$ cat src/rtl/child_rr_scheduler.sv
// child_rr_scheduler
//
// Round-robin scheduler that shares one resource among the child instances of
// a hierarchy level. Exactly one child owns the resource at a time. The owner
// keeps it until it pulses done, drops its request, or reaches the hold limit.
// After every release there is one dead cycle before the next grant appears.
//
// Parameters
//   NUM_REQ   number of requesting children (>= 2)
//   MAX_HOLD  maximum number of cycles a grant may stay high (>= 2)
//   IDW       width of grant_id, derived from NUM_REQ
//
// Ports
//   clk            rising-edge clock for all logic
//   rst            synchronous active-high reset, overrides everything else
//   req            per-child level-sensitive request
//   done           per-child one-cycle release strobe (owner only)
//   grant          registered one-hot grant
//   grant_valid    OR of grant
//   grant_id       index of the granted child, 0 while nothing is granted
//   timeout_pulse  one-cycle pulse in the last cycle of a forced release
//   busy           high while a grant is held or in the dead cycle after it

module child_rr_scheduler #(
   parameter  int NUM_REQ  = 5,
   parameter  int MAX_HOLD = 16,
   localparam int IDW      = $clog2(NUM_REQ)
) (
   input  logic               clk,
   input  logic               rst,
   input  logic [NUM_REQ-1:0] req,
   input  logic [NUM_REQ-1:0] done,
   output logic [NUM_REQ-1:0] grant,
   output logic               grant_valid,
   output logic [IDW-1:0]     grant_id,
   output logic               timeout_pulse,
   output logic               busy
);

   localparam int HCW = $clog2(MAX_HOLD);

   typedef enum logic [1:0] {
      IDLE,
      GRANT,
      RELEASE
   } state_t;

   state_t               state;
   state_t               state_next;
   logic [NUM_REQ-1:0]   grant_next;
   logic [IDW-1:0]       grant_id_next;
   logic [HCW-1:0]       hold_cnt;
   logic [HCW-1:0]       hold_cnt_next;
   logic [IDW-1:0]       ptr;
   logic [IDW-1:0]       ptr_next;

   logic                 win_found;
   logic [IDW-1:0]       win_id;
   logic [IDW-1:0]       win_ptr;
   int                   idx;

   logic                 owner_req;
   logic                 owner_done;
   logic                 hold_limit;
   logic                 release_now;

   // Rotating priority search: start at ptr, walk upward with wrap-around and
   // take the first requesting child. The pointer then moves just past the
   // winner so that child has lowest priority in the next round.
   always_comb begin
      win_found = 1'b0;
      win_id    = '0;
      idx       = 0;
      for (int i = 0; i < NUM_REQ; i++) begin
         idx = (int'(ptr) + i) % NUM_REQ;
         if (!win_found && req[idx]) begin
            win_found = 1'b1;
            win_id    = IDW'(idx);
         end
      end
      win_ptr = (win_id == IDW'(NUM_REQ - 1)) ? '0 : win_id + 1'b1;
   end

   // The owner's req/done are picked out by masking with the one-hot grant, so
   // done from any other child has no effect. done seen while still arbitrating
   // (IDLE/RELEASE) is ignored because only the GRANT state looks at it.
   always_comb begin
      owner_req   = |(req & grant);
      owner_done  = |(done & grant);
      hold_limit  = (hold_cnt == HCW'(MAX_HOLD - 1));
      release_now = owner_done | ~owner_req | hold_limit;
   end

   // Next-state and next-output logic for the scheduler FSM.
   always_comb begin
      state_next    = state;
      grant_next    = grant;
      grant_id_next = grant_id;
      hold_cnt_next = hold_cnt;
      ptr_next      = ptr;
      case (state)
         IDLE, RELEASE: begin
            hold_cnt_next = '0;
            if (win_found) begin
               state_next    = GRANT;
               grant_next    = {{(NUM_REQ-1){1'b0}}, 1'b1} << win_id;
               grant_id_next = win_id;
               ptr_next      = win_ptr;
            end else begin
               state_next    = IDLE;
               grant_next    = '0;
               grant_id_next = '0;
            end
         end
         GRANT: begin
            if (release_now) begin
               state_next    = RELEASE;
               grant_next    = '0;
               grant_id_next = '0;
               hold_cnt_next = '0;
            end else begin
               hold_cnt_next = hold_cnt + 1'b1;
            end
         end
         default: begin
            state_next    = IDLE;
            grant_next    = '0;
            grant_id_next = '0;
            hold_cnt_next = '0;
         end
      endcase
   end

   // State and output registers with synchronous reset.
   always_ff @(posedge clk) begin
      if (rst) begin
         state    <= IDLE;
         grant    <= '0;
         grant_id <= '0;
         hold_cnt <= '0;
         ptr      <= '0;
      end else begin
         state    <= state_next;
         grant    <= grant_next;
         grant_id <= grant_id_next;
         hold_cnt <= hold_cnt_next;
         ptr      <= ptr_next;
      end
   end

   // The timeout pulse flags only a release forced by the hold limit: the
   // owner is still requesting and has not pulsed done in that same cycle.
   always_comb begin
      timeout_pulse = ~rst & (state == GRANT) & hold_limit & owner_req & ~owner_done;
      grant_valid   = |grant;
      busy          = (state != IDLE);
   end

endmodule

$ cat config.mk
export PLATFORM = sky130hd
export DESIGN_NAME = child_rr_scheduler
export DESIGN_NICKNAME = d
export VERILOG_FILES = /design/src/rtl/child_rr_scheduler.sv
export SDC_FILE = /design/constraint.sdc
export NUM_CORES = 1
export LEC_CHECK = 0
export CAP_MARGIN = 10
export CORE_ASPECT_RATIO = 1.75
export CORE_MARGIN = 4
export CORE_UTILIZATION = 34
export DETAILED_ROUTE_END_ITERATION = 7
export RECOVER_POWER = 50
export SETUP_SLACK_MARGIN = 0.4
export SLEW_MARGIN = 20
export SYNTH_ARGS = -nofsm -noshare
export SYNTH_HDL_FRONTEND = slang
export SYNTH_SLANG_ARGS = --single-unit
$ cat constraint.sdc
create_clock -name clk -period 12.6 [get_ports clk]
set_clock_uncertainty 0.05 [all_clocks]
set_input_delay 1.26 -clock clk [delete_from_list [all_inputs] [get_ports clk]]
set_output_delay 1.26 -clock clk [all_outputs]
set_load 0.03 [all_outputs]
== Word level (Yosys, flattened, before mapping) ==
Index checks and enable logic that the tools add are counted.

* Shift operators: 1
* Equal/unequal tests: 5
* Reductions and logical operators: 16
* Divide/modulo/power cells: 5
* $add $sub $neg: 6
* Bitwise gates (word level): 12
* $lt $le $gt $ge: 5
* Mux-type cells: 35

{| class="wikitable"
|+ Operators by type and width
! operator !! count
|-
| $lt 32x5->1 const B || 5
|-
| $mod 32x4->32 const B || 4
|-
| $mod 4x4->32 const B || 1
|-
| $mux 3 || 8
|-
| $mux 1 || 16
|-
| $bmux 1 s3 || 5
|-
| $reduce_or 5->1 || 3
|-
| $and 5x5->5 || 2
|-
| $mux 5 || 2
|-
| $pmux 5 s2 || 1
|-
| $add 3x2->4 const B || 2
|-
| $pmux 3 s2 || 1
|-
| $shl 1x3->5 const A || 1
|-
| $add 3x1->4 const B || 1
|-
| $add 3x3->4 const B || 1
|-
| $add 4x1->4 const B || 1
|-
| $and 1x1->1 || 4
|-
| $eq 4x4->1 const B || 1
|-
| $logic_and 1x1->1 || 4
|-
| $logic_not 1->1 || 4
|-
| $not 1->1 || 4
|-
| $pmux 2 s2 || 1
|-
| $add 3x1->3 const B || 1
|-
| $eq 3x3->1 const B || 1
|-
| 10 further kinds || 11
|}

* Logic and storage cells: 90
* Input port bits: 12
* Flip-flop bits (word level): 17
* Output and inout bits: 11

== Longest topological paths before layout ==
Gate-level depths: netlist of the first run.

* Word-level depth: 20
* Depth in mapped cells: 24
* Depth with buffers taken out: 22

== Worst setup path before layout of the first run ==
OpenSTA, ideal clock, no wires.

* Path type: flip-flop to flip-flop
* Start: register ptr[0]
* End: register ptr[2]
* Library setup time: 0.070 ns
* Path buffers: 2
* Required time: 12.480 ns
* Arrival: 4.716 ns
* Period minus slack after synthesis: 4.835 ns
* Stages on the path, launching flop included: 23
* Setup slack: 7.765 ns
* Cell sequence: dfxtp_1 buf_2 buf_4 inv_2 ha_1 inv_1 ha_1 inv_1 ha_1 or3_4 nand3_1 nand2_1 ha_1 mux4_2 nor2_1 o32ai_1 nand2b_1 a221oi_1 a31oi_1 ha_1 ha_1 a211o_1 a21oi_1

* Cells in the longest elaborated chain, start to end: 19
* Elaborated cells on any way between the ends: 46
* Those cells by class: add/sub (5); div (5); eq/ne (1); mux (26); reduce/logical (9)

{| class="wikitable"
|+ RTL lines
! item !! line !! RTL
|-
| from (decl) || 54 || <nowiki>logic [IDW-1:0] ptr;</nowiki>
|-
| from (signal assigned) || 147 || <nowiki>ptr <= ptr_next;</nowiki>
|-
| parallel branches: the longest is 19 deep, another holds $mod 32x4->32 || n/a ||
|}

Parallel ways; which one is timed is not known. The select of a mux whose other input is x is not followed.
A chain may end at the register's enable or synchronous reset.

== Worst setup path after layout of the first run ==
Same ends and word-level chain as after synthesis.

==> Flow_metrics.wiki, run 1 <==
{| class="wikitable"
! Metric !! Value
|-
| Beginning of the worst register-to-register path || ptr[0]
|-
| Origin of the worst setup path || ptr[0]
|-
| RD Place Congestion || 0.8818
|-
| Crit path cell chain || buf_4, inv_2, ha_1, inv_1, ha_1, inv_1, ha_1, or3_4, a21o_1, nand2_1, ha_1, nand2b_1, nand4_1, o211ai_1, a21oi_1, o32ai_1, nand2b_1, a221oi_1, a31oi_1, ha_1, ha_1, a211o_1, a21oi_1
|-
| IR drop worst, VDD || 0.0001544 V
|-
| Horizontal die dimension || 70.12 um
|-
| Post-DRT Antenna Nets || 0
|-
| Row count || 39
|-
| Count of max-cap constraint violations || 0
|-
| I/O pin total || 23
|-
| Filler cell count || 719
|-
| Clock Tree Root || clkbuf_16
|-
| Placed wire-length estimate || 4835 um
|-
| DRC violation total after the first TritonRoute iteration || 86
|-
| Buf+Inv Stages, Crit Path || 4
|-
| PD cells || 252.7 nW/um^2
|-
| Power share of the combinational group || 0.785
|-
| Overall power of the completed layout || about 0.66 mW
|-
| TritonCTS clock tree || built
|-
| Synth unique cells || 75
|-
| Setup_tns || 0 ps
|-
| Fmax || 191.0 MHz
|-
| TritonCTS Sinks || 17
|-
| Share of post-route cells with drive strength above 1 || 0.09699
|-
| Gr usage total || 0.1476
|-
| Die ar. || 8183 um^2
|-
| Inserted Clock Buffers || 3
|-
| Drt drc || 0
|-
| Effective utilization at floorplan || 0.3511
|-
| H-tree depth reported by CTS || 1
|-
| Ant diodes || 0
|-
| Switch share || 0.5093
|-
| Post-CTS resize count || 0
|-
| Top fanout value on the critical path || 30
|-
| Period Utilization, post-route || 0.4155
|-
| Die height || 116.7 um
|-
| Synth Flop Type || dfxtp_1
|-
| Layout net count || 336
|-
| Post-cts hold buffer count || 0
|-
| Critical path's largest stage delay || 520 ps
|-
| Most frequent cells in the layout || ha_1 (24), nand2_1 (21), nor2_1 (20)
|-
| Top Family by Delay on Critical Path || compound AO/OA/AOI/OAI gates
|-
| Seq cells post-synth || 17
|-
| Ranking of synthesized cells by area || dfxtp_1 (15%), ha_1 (13%), mux2i_1 (3.9%), nand2_1 (3.4%), nor2_1 (3.3%)
|-
| Net switching component of the power || 0.3383 mW
|-
| Vias || around 2,200
|-
| Post-Route WL || 6047 um
|-
| CP Depth || 23
|-
| Cell type with the largest total area after synthesis || dfxtp_1
|-
| Data required, critical path || 12,720 ps
|-
| Category of the worst setup path launch point || flop
|-
| Antenna violations before repair || 0
|-
| Number of endpoints with negative hold slack in the final report || 0
|-
| Length in cells of the worst reg-to-reg path || 23
|-
| Crit path capture type || flop
|-
| Maximum clock path buffer count || 2
|-
| First drt pass iteration count || 4
|-
| Sequential Power Share || 0.121
|-
| Transition at the pin with the smallest max-transition slack || a little over 700 ps
|-
| Minimum clock period || 5236 ps
|-
| Average footprint of a synthesized cell || between 8 and 9 um^2
|-
| Syn Std Cell Area || 2296 um^2
|-
| Number of global-route vias before repair || 2,161
|-
| Most common cell after layout, fill and taps aside || ha_1
|-
| Slew Viols, Final || 0
|-
| Insertion delay of the later-clocked pin in the worst-skew pair || roughly 240 ps
|-
| Setup repair after global routing missed its margin || false
|-
| Crit-path slowest cell || o32ai_1
|-
| Wire length per cell after detailed routing || about 16 um
|-
| R2R Path End || ptr[2]
|-
| Syn Inst Count || 283
|-
| Critical path type || reg2reg
|-
| Synthesis-to-finish area growth || 14.50%
|-
| Rel. slew slack || 0.5187
|-
| Net Count, Synth || 319
|-
| Area share of the leading cell type in the synthesized netlist || 0.1482
|-
| Clock-pin slew on the worst setup and hold paths || ~50 ps
|-
| Min-Delay Path Class || reg2reg
|-
| Most numerous cell on the critical path || ha_1
|-
| Setup repair bufs after CTS || 0
|-
| Via density per instance || between 5 and 6
|-
| End point of the critical path || ptr[2]
|-
| Internal power || 0.3260 mW
|-
| Synth Warn # || 0
|-
| Setup slack of the most critical reg-to-reg path || 7360 ps
|-
| Core region area || 6539 um^2
|-
| Post-synth EDFFs || 0
|-
| Clock share of power || 0.094
|-
| Register area share after synthesis || 0.1482
|-
| LEAKAGE || 1.087 nW
|-
| Port buffer count || 22
|-
| Proportion of register bits with asynchronous set or reset after synthesis || 0
|-
| Largest net degree at the start of global routing || 31
|-
| Number of setup violations in the final report || 0
|-
| Run status || complete, no violations
|-
| Overflow left after global routing || 0
|-
| Wire length of the first global-routing pass || 9936 um
|-
| Data arrival time of the critical path || between 5000 and 6000 ps
|}
[area by class of cell]
cell class | count | area (um^2) | share of cell area
multi-input combinational | 238 | 1812 | 0.6892
sequential | 17 | 340.3 | 0.1295
timing repair buffer | 24 | 235.2 | 0.08948
tap | 82 | 102.6 | 0.03903
clock buffer | 4 | 78.83 | 0.02999
inverter | 16 | 60.06 | 0.02285
[synthesized netlist by cell type, drive strengths merged, types with 8 or more instances]
library cell / n
a21oi: 16
a22o: 8
buf: 9
dfxtp: 17
ha: 24
inv: 16
mux2i: 10
nand2: 21
nand2b: 9
nor2: 21
o21ai: 11
xnor2: 9
[logic make-up (layout without fill, tap and decap cells)]
logic type      Yosys count  count (layout)  synth area share
compound gates           90              90            0.3057
xor+xnor                 10              10           0.04142
simple gates            102             102            0.2496
buf+inv                  28              44           0.06267
mux                      12              12           0.06158
flops                    17              17            0.1482
fa+ha+maj                24              24            0.1308
[metal layers]
| metal | wire length, um | share of wire | GRT usage | vias to the layer above |
|---|---|---|---|---|
| li1 | - | - | - | 1093 |
| met3 | 82 | 0.014 | 0.01034 | 14 |
| met2 | 3402 | 0.56 | 0.3057 | 35 |
| met1 | 2378 | 0.39 | 0.1472 | 1010 |
| met5 | 0 | 0 | 0 | - |
| met4 | 184 | 0.030 | 0.06266 | 0 |
[power by group through the flow]
stage	clock, mW	sequential (mW)	combinational, mW
detailed placement	0	0.0815	0.524
global placement	0	0.0811	0.521
finish	0.0625	0.0801	0.522
global route	0.0665	0.0824	0.577
CTS	0.0642	0.0805	0.528
floorplan	0	0.0921	0.400
[state kept, by name, indices dropped and copies added (netlist names)]
name / flops
grant_id: 3
hold_cnt: 4
state: 2
ptr: 3
grant: 5
[metrics by stage]
step | hold WS (ps) | setup WS, ps | area, um^2 | utilization | instances
final | 395.7 | 7364 | 2629 | 0.4020 | 381
after global placement | 380.9 | 7499 | 2550 | 0.3900 | 377
after floorplan | 370.9 | 7765 | 2296 | - | 283
after global routing | 429.2 | 6843 | 2629 | 0.4020 | 381
after detailed placement | 395.7 | 7371 | 2550 | 0.3900 | 377
after CTS | 404.3 | 7363 | 2629 | 0.4020 | 381
[worst min path at each step]
stage,from,endpoint,slack [ps],cells after the start
2_1_floorplan,hold_cnt[0],hold_cnt[0],370,1
3_3_place_gp,hold_cnt[0],hold_cnt[0],380,1
3_5_place_dp,hold_cnt[0],hold_cnt[0],400,1
4_1_cts,hold_cnt[0],hold_cnt[0],400,1
5_1_grt,hold_cnt[0],hold_cnt[0],430,1
6_report,hold_cnt[0],hold_cnt[0],400,1
(Power assumes the default switching activity.)
==> inputs of run 2 (changes only) <==
clock period = 4.92 ns   (was 12.6 ns; I/O delays follow)
==> run 2 against run 1 <==
Maximum frequency increased by 21%. Cell count increased by 5.8%. Final area increased by 12%. Routed wire length increased by 5.9%. Total power increased to 3.1 times the previous value.
==> Flow_metrics.wiki, run 2 (synthesis gave the netlist of run 1 again) <==
{| class="wikitable"
! Metric !! Value
|-
| Data required, critical path || 5030 ps (-7690 ps)
|-
| Inserted Clock Buffers || 3 (unchanged)
|-
| Die ar. || 8183 um^2 (unchanged)
|-
| Critical path's largest stage delay || 380 ps (-140 ps)
|-
| Largest net degree at the start of global routing || 30 (-3.2%)
|-
| Clock-pin slew on the worst setup and hold paths || 50 ps (about the same)
|-
| Effective utilization at floorplan || 0.3511 (unchanged)
|-
| Overflow left after global routing || 0 (unchanged)
|-
| Drt drc || 0 (unchanged)
|-
| Post-route core utilization || 0.4504 (+0.04841)
|-
| Port buffer count || 22 (unchanged)
|-
| Slew Viols, Final || 0 (unchanged)
|-
| TritonCTS clock tree || built
|-
| Crit-path slowest cell || or3_4
|-
| I/O pin total || 23 (unchanged)
|-
| Vias || 2,250 (+4.6%)
|-
| Min-Delay Path Class || reg2reg
|-
| Wire length of the first global-routing pass || 10,540 um (+6.0%)
|-
| Run status || complete, no violations
|-
| Number of global-route vias before repair || 2,206 (+2.1%)
|-
| Count of max-cap constraint violations || 0 (unchanged)
|-
| Setup repair after global routing missed its margin || false
|-
| Post-detailed-placement cell area || 2643 um^2 (+3.6%)
|-
| Synthesis-to-finish area growth || 28.28%
|-
| Placed wire-length estimate || 4888 um (+1.1%)
|-
| Antenna violations before repair || 0 (unchanged)
|-
| Layout net count || 358 (+6.5%)
|-
| Period Utilization, post-route || 0.8811 (+0.4655)
|-
| Minimum clock period || 4335 ps (-901.0 ps)
|-
| Setup_tns || 0 ps (unchanged)
|-
| Top fanout value on the critical path || 5 (-83%)
|-
| Data arrival time of the critical path || 4450 ps (-910 ps)
|-
| Maximum clock path buffer count || 2 (unchanged)
|-
| Share of post-route cells with drive strength above 1 || 0.2336 (+0.1367)
|-
| Clock Tree Root || clkbuf_16
|-
| Most numerous cell on the critical path || ha_4
|-
| Horizontal die dimension || 70.12 um (unchanged)
|-
| IR drop worst, VDD || 0.0005888 V (+280%)
|-
| Crit path cell chain || inv_4, ha_4, inv_1, ha_4, inv_2, ha_2, or3_4, a21o_1, nand2_2, ha_4, nand2b_4, nand4_1, o211ai_1, mux2i_1, o32ai_2, nand2b_1, a221oi_2, a31oi_4, ha_2, ha_1, a211o_1, a21oi_1
|-
| Post-Route WL || 6403 um (+5.9%)
|-
| Rel. slew slack || 0.5316 (+0.01293)
|-
| Core region area || 6539 um^2 (unchanged)
|-
| Filler cell count || 667 (-7.2%)
|-
| Fmax || 230.7 MHz (+21%)
|-
| Register with the most flip-flops || grant
|-
| H-tree depth reported by CTS || 1 (unchanged)
|-
| Ant diodes || 0 (unchanged)
|-
| LEAKAGE || 1.203 nW (+11%)
|-
| Overall power of the completed layout || 2.064 mW (+210%)
|-
| Critical path type || reg2reg
|-
| Number of setup violations in the final report || 0 (unchanged)
|-
| Number of flip-flops in the largest register || 5 (unchanged)
|-
| RD Place Congestion || 0.8958 (+1.6%)
|-
| Category of the worst setup path launch point || flop
|-
| Post-DRT Antenna Nets || 0 (unchanged)
|-
| Most frequent cells in the layout || buf_4 (23), nand2_1 (20), nor2_1 (19)
|-
| TritonCTS Sinks || 17 (unchanged)
|-
| Most common cell after layout, fill and taps aside || buf_4
|-
| Post-cts hold buffer count || 0 (unchanged)
|-
| PD cells || 700.7 nW/um^2 (+180%)
|-
| DRC violation total after the first TritonRoute iteration || 152 (+77%)
|-
| Wire length per cell after detailed routing || 15.89 um (+0.11%)
|-
| First drt pass iteration count || 4 (unchanged)
|-
| Storage element area || 344.1 um^2 (+1.1%)
|-
| Insertion delay of the later-clocked pin in the worst-skew pair || 240 ps (about the same)
|-
| Via density per instance || 5.583 (-1.2%)
|-
| Finished Cell Area || 2945 um^2 (+12%)
|-
| Die height || 116.7 um (unchanged)
|-
| Transition at the pin with the smallest max-transition slack || 701.1 ps (-19.35 ps)
|-
| Crit path capture type || flop
|-
| Number of endpoints with negative hold slack in the final report || 0 (unchanged)
|-
| Largest registers ranked by flip-flop count || grant x5, hold_cnt x4
|-
| Row count || 39 (unchanged)
|-
| Gr usage total || 0.1565 (+0.008883)
|-
| Area of the multi-input gates || 1948 um^2 (+7.5%)
|}
[run 2: cell types whose count changed in the layout (fill, tap and decap cells not counted), sizes merged]
cell / change
inv: -1
clkinv: +1
buf: +22
[run 2: worst paths after layout]
check / start / end / slack (ps) / cells after the start
setup reg to reg: ptr[1] / ptr[2] / 590 / 22
hold / removal: grant_id[2] / grant_id[2] / 400 / 1
hold reg to reg: grant_id[2] / grant_id[2] / 400 / 1
setup / recovery: ptr[1] / ptr[2] / 590 / 22
[run 2: through the flow]
stage                     cells  hold WS, ps  setup slack (ps)
after detailed placement    381        392.5             269.1
after CTS                   389        410.1             417.8
final                       403        396.5             585.1
after floorplan             283        370.9             415.2
after global routing        403        419.1             353.5
after global placement      381        387.0             405.8
[run 2: per-layer routing]
layer  track usage  vias to the layer above  share of wire
li1              -                     1140              -
met1        0.1757                     1060           0.40
met2        0.3070                       38           0.55
met3      0.008613                       12          0.022
met4       0.05627                        0          0.026
met5             0                        -              0
[run 2: repair_timing]
item	in CTS	in global routing
buffers inserted	4	14
setup endpoints to repair	3	11
pin swaps	3	12
resized for setup	3	20
[run 2: worst max-delay path: cells and delay by family, from the launching register on]
family                     cells  cell delay [ps]
muxes                          1              300
AOI/OAI and AO/OA              7             1270
adders and majority gates      6             1210
buffers and inverters          3              200
and+or+nand+nor                5              890
DFF                            1              330
[run 2: final cells by class]
cell class	instances	area share
multi-input cells	238	0.6614
well taps	82	0.03483
inverters	16	0.02294
flip-flops and latches	17	0.1168
clock buffers	4	0.02676
repair buffers	46	0.1372
[run 2: power by group]
| part | internal (mW) | total [mW] | switching (mW) |
|---|---|---|---|
| Clock | 0.110 | 0.161 | 0.0507 |
| Sequential | 0.175 | 0.212 | 0.0370 |
| Combinational | 0.791 | 1.69 | 0.901 |
| Total | 1.08 | 2.06 | 0.988 |
